<file path="src/rtl/display_cmd_sched.sv">
// display_cmd_sched: per-frame command word scheduler for a display link.
// Two requesters share one command slot per frame: a 4-deep register-write
// FIFO and a single-entry I2C line-level holding register. On each frame_req
// at most one of them is granted, round-robin. With no eligible requester, or
// with hold asserted, an idle word is sent instead. The I2C line levels are
// carried in every word so the far end always sees the current SDA/SCL state.
module display_cmd_sched (
  input  logic        c125,
  input  logic        reset,
  input  logic        frame_req,
  input  logic        hold,
  output logic [15:0] cmd,
  output logic        cmd_valid,
  input  logic        wr_valid,
  output logic        wr_ready,
  input  logic [3:0]  wr_addr,
  input  logic [7:0]  wr_data,
  input  logic        i2c_valid,
  output logic        i2c_ready,
  input  logic        i2c_sda,
  input  logic        i2c_scl,
  output logic [15:0] frame_count
);

  typedef enum logic {
    GRANT_WR  = 1'b0,
    GRANT_I2C = 1'b1
  } grant_e;

  typedef enum logic [1:0] {
    ISSUE_IDLE = 2'd0,
    ISSUE_WR   = 2'd1,
    ISSUE_I2C  = 2'd2
  } issue_e;

  localparam logic [15:0] CMD_RESET = 16'hC000;

  // Write FIFO storage: {addr, data}
  logic [11:0] fifo_mem_q [4];
  logic [11:0] fifo_mem_d [4];
  logic [1:0]  rd_ptr_q, rd_ptr_d;
  logic [1:0]  wr_ptr_q, wr_ptr_d;
  logic [2:0]  count_q, count_d;

  // I2C holding register and the line levels currently driven on the link
  logic        i2c_pend_q, i2c_pend_d;
  logic        i2c_sda_q, i2c_sda_d;
  logic        i2c_scl_q, i2c_scl_d;
  logic        sda_h_q, sda_h_d;
  logic        scl_h_q, scl_h_d;

  grant_e      last_grant_q, last_grant_d;
  logic [15:0] cmd_q, cmd_d;
  logic        cmd_valid_q, cmd_valid_d;
  logic [15:0] frame_count_q, frame_count_d;

  issue_e      issue;
  logic        push;
  logic        pop;
  logic        i2c_accept;
  logic        fifo_nonempty;

  // Handshake readies come from registered state only, so a full FIFO that
  // pops this cycle still refuses a push until the count has actually dropped.
  assign wr_ready    = (count_q != 3'd4);
  assign i2c_ready   = ~i2c_pend_q;
  assign push        = wr_valid & wr_ready;
  assign i2c_accept  = i2c_valid & ~i2c_pend_q;

  assign cmd         = cmd_q;
  assign cmd_valid   = cmd_valid_q;
  assign frame_count = frame_count_q;

  // Pick the requester for this frame; eligibility uses registered state only,
  // so anything accepted in the frame_req cycle waits for the next frame.
  always_comb begin
    issue         = ISSUE_IDLE;
    fifo_nonempty = (count_q != 3'd0);
    if (frame_req && !hold) begin
      if (fifo_nonempty && i2c_pend_q) begin
        issue = (last_grant_q == GRANT_I2C) ? ISSUE_WR : ISSUE_I2C;
      end else if (fifo_nonempty) begin
        issue = ISSUE_WR;
      end else if (i2c_pend_q) begin
        issue = ISSUE_I2C;
      end
    end
  end

  assign pop = (issue == ISSUE_WR);

  // FIFO push/pop bookkeeping
  always_comb begin
    fifo_mem_d = fifo_mem_q;
    rd_ptr_d   = rd_ptr_q;
    wr_ptr_d   = wr_ptr_q;
    count_d    = count_q;
    if (push) begin
      fifo_mem_d[wr_ptr_q] = {wr_addr, wr_data};
      wr_ptr_d             = wr_ptr_q + 2'd1;
    end
    if (pop) begin
      rd_ptr_d = rd_ptr_q + 2'd1;
    end
    case ({push, pop})
      2'b10:   count_d = count_q + 3'd1;
      2'b01:   count_d = count_q - 3'd1;
      default: count_d = count_q;
    endcase
  end

  // I2C request capture, line-level update on grant, and command word build
  always_comb begin
    i2c_pend_d    = i2c_pend_q;
    i2c_sda_d     = i2c_sda_q;
    i2c_scl_d     = i2c_scl_q;
    sda_h_d       = sda_h_q;
    scl_h_d       = scl_h_q;
    last_grant_d  = last_grant_q;
    cmd_d         = cmd_q;
    cmd_valid_d   = 1'b0;
    frame_count_d = frame_count_q;

    // accept and grant are mutually exclusive: accept needs pend low, grant high
    if (i2c_accept) begin
      i2c_pend_d = 1'b1;
      i2c_sda_d  = i2c_sda;
      i2c_scl_d  = i2c_scl;
    end

    if (frame_req) begin
      cmd_valid_d   = 1'b1;
      frame_count_d = frame_count_q + 16'd1;
      case (issue)
        ISSUE_WR: begin
          cmd_d        = {sda_h_q, scl_h_q, 1'b0, 1'b1, fifo_mem_q[rd_ptr_q]};
          last_grant_d = GRANT_WR;
        end
        ISSUE_I2C: begin
          cmd_d        = {i2c_sda_q, i2c_scl_q, 14'h0000};
          sda_h_d      = i2c_sda_q;
          scl_h_d      = i2c_scl_q;
          i2c_pend_d   = 1'b0;
          last_grant_d = GRANT_I2C;
        end
        default: begin
          cmd_d = {sda_h_q, scl_h_q, 14'h0000};
        end
      endcase
    end
  end

  // State registers; reset drops any queued work and releases both lines
  always_ff @(posedge c125 or posedge reset) begin
    if (reset) begin
      for (int i = 0; i < 4; i++) begin
        fifo_mem_q[i] <= 12'h000;
      end
      rd_ptr_q      <= 2'd0;
      wr_ptr_q      <= 2'd0;
      count_q       <= 3'd0;
      i2c_pend_q    <= 1'b0;
      i2c_sda_q     <= 1'b1;
      i2c_scl_q     <= 1'b1;
      sda_h_q       <= 1'b1;
      scl_h_q       <= 1'b1;
      last_grant_q  <= GRANT_I2C;
      cmd_q         <= CMD_RESET;
      cmd_valid_q   <= 1'b0;
      frame_count_q <= 16'd0;
    end else begin
      fifo_mem_q    <= fifo_mem_d;
      rd_ptr_q      <= rd_ptr_d;
      wr_ptr_q      <= wr_ptr_d;
      count_q       <= count_d;
      i2c_pend_q    <= i2c_pend_d;
      i2c_sda_q     <= i2c_sda_d;
      i2c_scl_q     <= i2c_scl_d;
      sda_h_q       <= sda_h_d;
      scl_h_q       <= scl_h_d;
      last_grant_q  <= last_grant_d;
      cmd_q         <= cmd_d;
      cmd_valid_q   <= cmd_valid_d;
      frame_count_q <= frame_count_d;
    end
  end

endmodule

</file>
<file path="config.mk">
export PLATFORM = sky130hd
export DESIGN_NAME = display_cmd_sched
export DESIGN_NICKNAME = d
export VERILOG_FILES = /design/src/rtl/display_cmd_sched.sv
export SDC_FILE = /design/constraint.sdc
export NUM_CORES = 1
export LEC_CHECK = 0
export BUFFER_PORTS_ARGS = -buffer_cell sky130_fd_sc_hd__buf_2
export CORE_MARGIN = 2
export CORE_UTILIZATION = 45
export DETAILED_ROUTE_END_ITERATION = 10
export GPL_TIMING_DRIVEN = 0
export MAX_ROUTING_LAYER = met4
export SYNTH_ARGS = -nofsm -noshare
export SYNTH_HDL_FRONTEND = slang
export SYNTH_SLANG_ARGS = --single-unit
</file>
<file path="constraint.sdc">
create_clock -name c125 -period 7.4 [get_ports c125]
set_input_delay 1.11 -clock c125 [delete_from_list [all_inputs] [get_ports c125]]
set_output_delay 1.11 -clock c125 [all_outputs]
set_load 0.03 [all_outputs]
</file>
==> results.txt <==
setup clock skew after layout: 10.1 ps
compound-gate portion of the synthesized area: 2.68%
worst max-slew margin expressed relative to the limit: 64.8%
wire length of the first global-routing pass: 12400 um
Final Instance Count excl. Fillers: 505
Total Negative Setup Slacks: 0 ps
RSZ-0062 raised after global routing: no
count of cells along the worst hold path: 1
depth of the most critical reg-to-reg path: 10
count of final max-slew check failures: 0
Max-Cap Viols: 0
Pleak: 2.45 nW
CTS HTree Levels: 3
pin count of the biggest net entering global routing: 55
number of vias in the routed layout: 2476
Skew-Pair Late Insertion Delay: 350 ps
total DRC errors in the routed layout: 0
clk slew on worst S/H paths: 90 ps
pin slew with the least headroom to its limit: 529 ps
dominant cell type by area after synthesis: sky130_fd_sc_hd__dfrtp_1
number of rows in the core area: 35
Seq cells post-synth: 93
worst vdd ir: 128 uV
length of the first detailed-routing pass in iterations: 4
Antenna Cells: 0
antenna violations before repair: 0
critical path peak fanout: 9
Total GRT Usage: 16.2%
syn_nets: 336
Gate Count Post-Synth: 306
GP Congestion: 0.779
post-detailed-route via-to-cell ratio: 4.90
placed instance count: 489
share of the yosys chip area belonging to registers: 54.5%
cell type of the slowest stage on the worst timing path: sky130_fd_sc_hd__fa_1
area inside the core boundary: 0.00924 mm2
top cell type's share of synthesized area: 50.2%
deepest clock path buffer count: 2
share of the synthesized netlist area taken by xor and xnor gates: 4.29%
post-CTS setup buffer count: 0
main area contributors after synthesis: sky130_fd_sc_hd__dfrtp_1, sky130_fd_sc_hd__mux2_4, sky130_fd_sc_hd__mux2_2
startpoint of the worst hold path: frame_count[15]
most used cells in the layout excluding fill and tap cells: sky130_fd_sc_hd__dfrtp_1, sky130_fd_sc_hd__buf_2, sky130_fd_sc_hd__inv_1, sky130_fd_sc_hd__mux2_4, sky130_fd_sc_hd__mux2_2
Die Outline Area: 0.0103 mm2
post-synth design cell area: 0.00429 mm2
basic-gate share of the synthesized area counting and, or, nand and nor cells: 6.19%
share of final-layout standard cells stronger than drive strength 1: 43.1%
number of distinct library cell variants in the gate-level netlist after synthesis: 35
Top Family by Delay on Critical Path: adder cells
Period Utilization, post-route: 39.6%
area delta synth->final: 16.0%
count of warnings emitted by yosys: 0
crit path launch type: input port
TritonCTS clock tree: yes
aggregate global routing overflow: 0
Initial Util: 46.4%
largest family of logic cells by synthesized area: multiplexers
Hold/Removal Path Class: reg -> reg
number of placed I/O pins: 55
power density over the cells: 397 mW/mm2
Root Buffer: sky130_fd_sc_hd__clkbuf_8
endpoints failing setup: 0
final routed wirelength across all metal layers: 7500 um
Detail Placement HPWL: 5230 um
Fin. Hold Viols: 0
endpoint of the lowest-slack register-to-register path: count_q[2]
average detailed-routed wire length per instance: 14.9 um
number of nets in the layout: 401
final total power: 1.98 mW
cell area after placement: 0.00474 mm2
count of port buffers added during placement: 53
required time at the worst-slack endpoint: 7680 ps
Reg2Reg Launch Point: count_q[1]
portion of netlist area occupied by mux cells: 23.4%
number of clock sinks seen by CTS: 93
remaining antenna violation count after routing: 0
Setup WS pre-CTS: 4090 ps
violation count after the first detailed-route iteration: 95
die outline width: 102 um
path type of the worst setup path: in -> reg
data arrival time of the critical path: 3220 ps
count of buffer and inverter cells on the critical path: 4
adder-cell share of the synthesized area: 3.09%
upper clock frequency limit: 0.341 GHz
worst-case setup margin in the final layout: 4470 ps
mean instance size in the synthesized netlist: 14.0 um2
TritonCTS buffer count: 9
vias in the first global route: 2410
final design instance area without fill: 0.00498 mm2
CTS-repair resized insts: 0
Worst Setup End Kind: register
run status: finished, final reports clean
most common cell after layout, fill and taps aside: sky130_fd_sc_hd__dfrtp_1
clock period minus worst slack: 2930 ps
WHS Endpoint: frame_count[15]
setup slack of the most critical reg-to-reg path: 4980 ps
CTS Hold Buffers Added: 0
height of the die: 102 um
maximum cell stage delay along the critical path: 370 ps
ordered cell list for the critical path: buf_2 -> buf_2 -> nor2b_1 -> nand3_1 -> inv_1 -> ha_1 -> ha_1 -> inv_1 -> fa_1 -> xor2_1 -> nor2_1 -> xor2_1
-- Yosys cell counts --
library cell,instances
sky130_fd_sc_hd__a31oi_1,2
sky130_fd_sc_hd__and2_4,1
sky130_fd_sc_hd__and3_1,1
sky130_fd_sc_hd__and3_4,1
sky130_fd_sc_hd__buf_1,1
sky130_fd_sc_hd__buf_12,3
sky130_fd_sc_hd__buf_2,4
sky130_fd_sc_hd__buf_4,2
sky130_fd_sc_hd__buf_6,1
sky130_fd_sc_hd__clkbuf_1,2
sky130_fd_sc_hd__conb_1,1
sky130_fd_sc_hd__dfrtp_1,86
sky130_fd_sc_hd__dfstp_2,7
sky130_fd_sc_hd__fa_1,1
sky130_fd_sc_hd__ha_1,9
sky130_fd_sc_hd__inv_1,35
sky130_fd_sc_hd__mux2_2,25
sky130_fd_sc_hd__mux2_4,30
sky130_fd_sc_hd__mux4_2,12
sky130_fd_sc_hd__nand2_1,12
sky130_fd_sc_hd__nand2_4,3
sky130_fd_sc_hd__nand2b_1,2
sky130_fd_sc_hd__nand3_1,6
sky130_fd_sc_hd__nand3b_1,1
sky130_fd_sc_hd__nand4_1,6
sky130_fd_sc_hd__nor2_1,8
sky130_fd_sc_hd__nor2b_1,3
sky130_fd_sc_hd__nor3_1,1
sky130_fd_sc_hd__o21a_1,1
sky130_fd_sc_hd__o21ai_0,4
sky130_fd_sc_hd__o22ai_1,12
sky130_fd_sc_hd__or3_2,1
sky130_fd_sc_hd__or3b_4,1
sky130_fd_sc_hd__xnor2_1,12
sky130_fd_sc_hd__xor2_1,9
-- layer usage --
metal / routed length, um / global-route usage [%]
met3: 327 / 3.86
met4: 78 / 4.99
met5: 0 / -
met1: 3740 / 23.1
met2: 3350 / 22.9
-- where the power goes --
part | internal, mW | switching (mW) | leakage [nW]
Clock | 0.203 | 0.183 | 0.113
Sequential | 0.715 | 0.128 | 1.14
Combinational | 0.432 | 0.315 | 1.20
Total | 1.35 | 0.625 | 2.45
-- through the flow --
step	utilization [%]	hold slack, ps
after global routing	53.9	491
after detailed placement	51.3	470
final	53.9	479
after global placement	51.0	456
after CTS	53.9	483
after floorplan	-	449
-- registers in the layout, summed over array words and instances (netlist names) --
name	cells
wr_ptr_q	2
scl_h_q	1
cmd_valid	1
count_q	3
sda_h_q	1
last_grant_q	1
fifo_mem_q	48
i2c_pend_q	1
rd_ptr_q	2
frame_count	16
cmd	15
i2c_scl_q	1
i2c_sda_q	1
-- worst max-delay path by stage --
| stage | start | endpoint | slack (ps) | cells past startpoint |
|---|---|---|---|---|
| after floorplan | reset | cmd[0] | 3880 | 1 |
| after global placement | reset | wr_ptr_q[1] | 2770 | 2 |
| after detailed placement | frame_req | count_q[2] | 4090 | 12 |
| after CTS | frame_req | count_q[2] | 4470 | 12 |
| after global routing | frame_req | count_q[2] | 4200 | 12 |
| final | frame_req | count_q[2] | 4470 | 12 |
-- area by class of cell --
type                    count  area, um2
plain buffers              13        118
well taps                 129        161
clock inverters             6       93.8
fillers                   810       4260
repair buffers             54        293
inverters                  35        134
multi-input cells         165       1700
clock buffers              10        138
flip-flops and latches     93       2340
-- cell families after synthesis --
kind of cell / after synthesis
flip-flops: 93
multiplexers: 67
buffers and inverters: 48
AND/OR/NAND/NOR: 47
XOR/XNOR: 21
AO/OA/AOI/OAI: 19
adder cells (fa/ha/maj): 10
other: 1
Power figures use the tool's default switching activity.
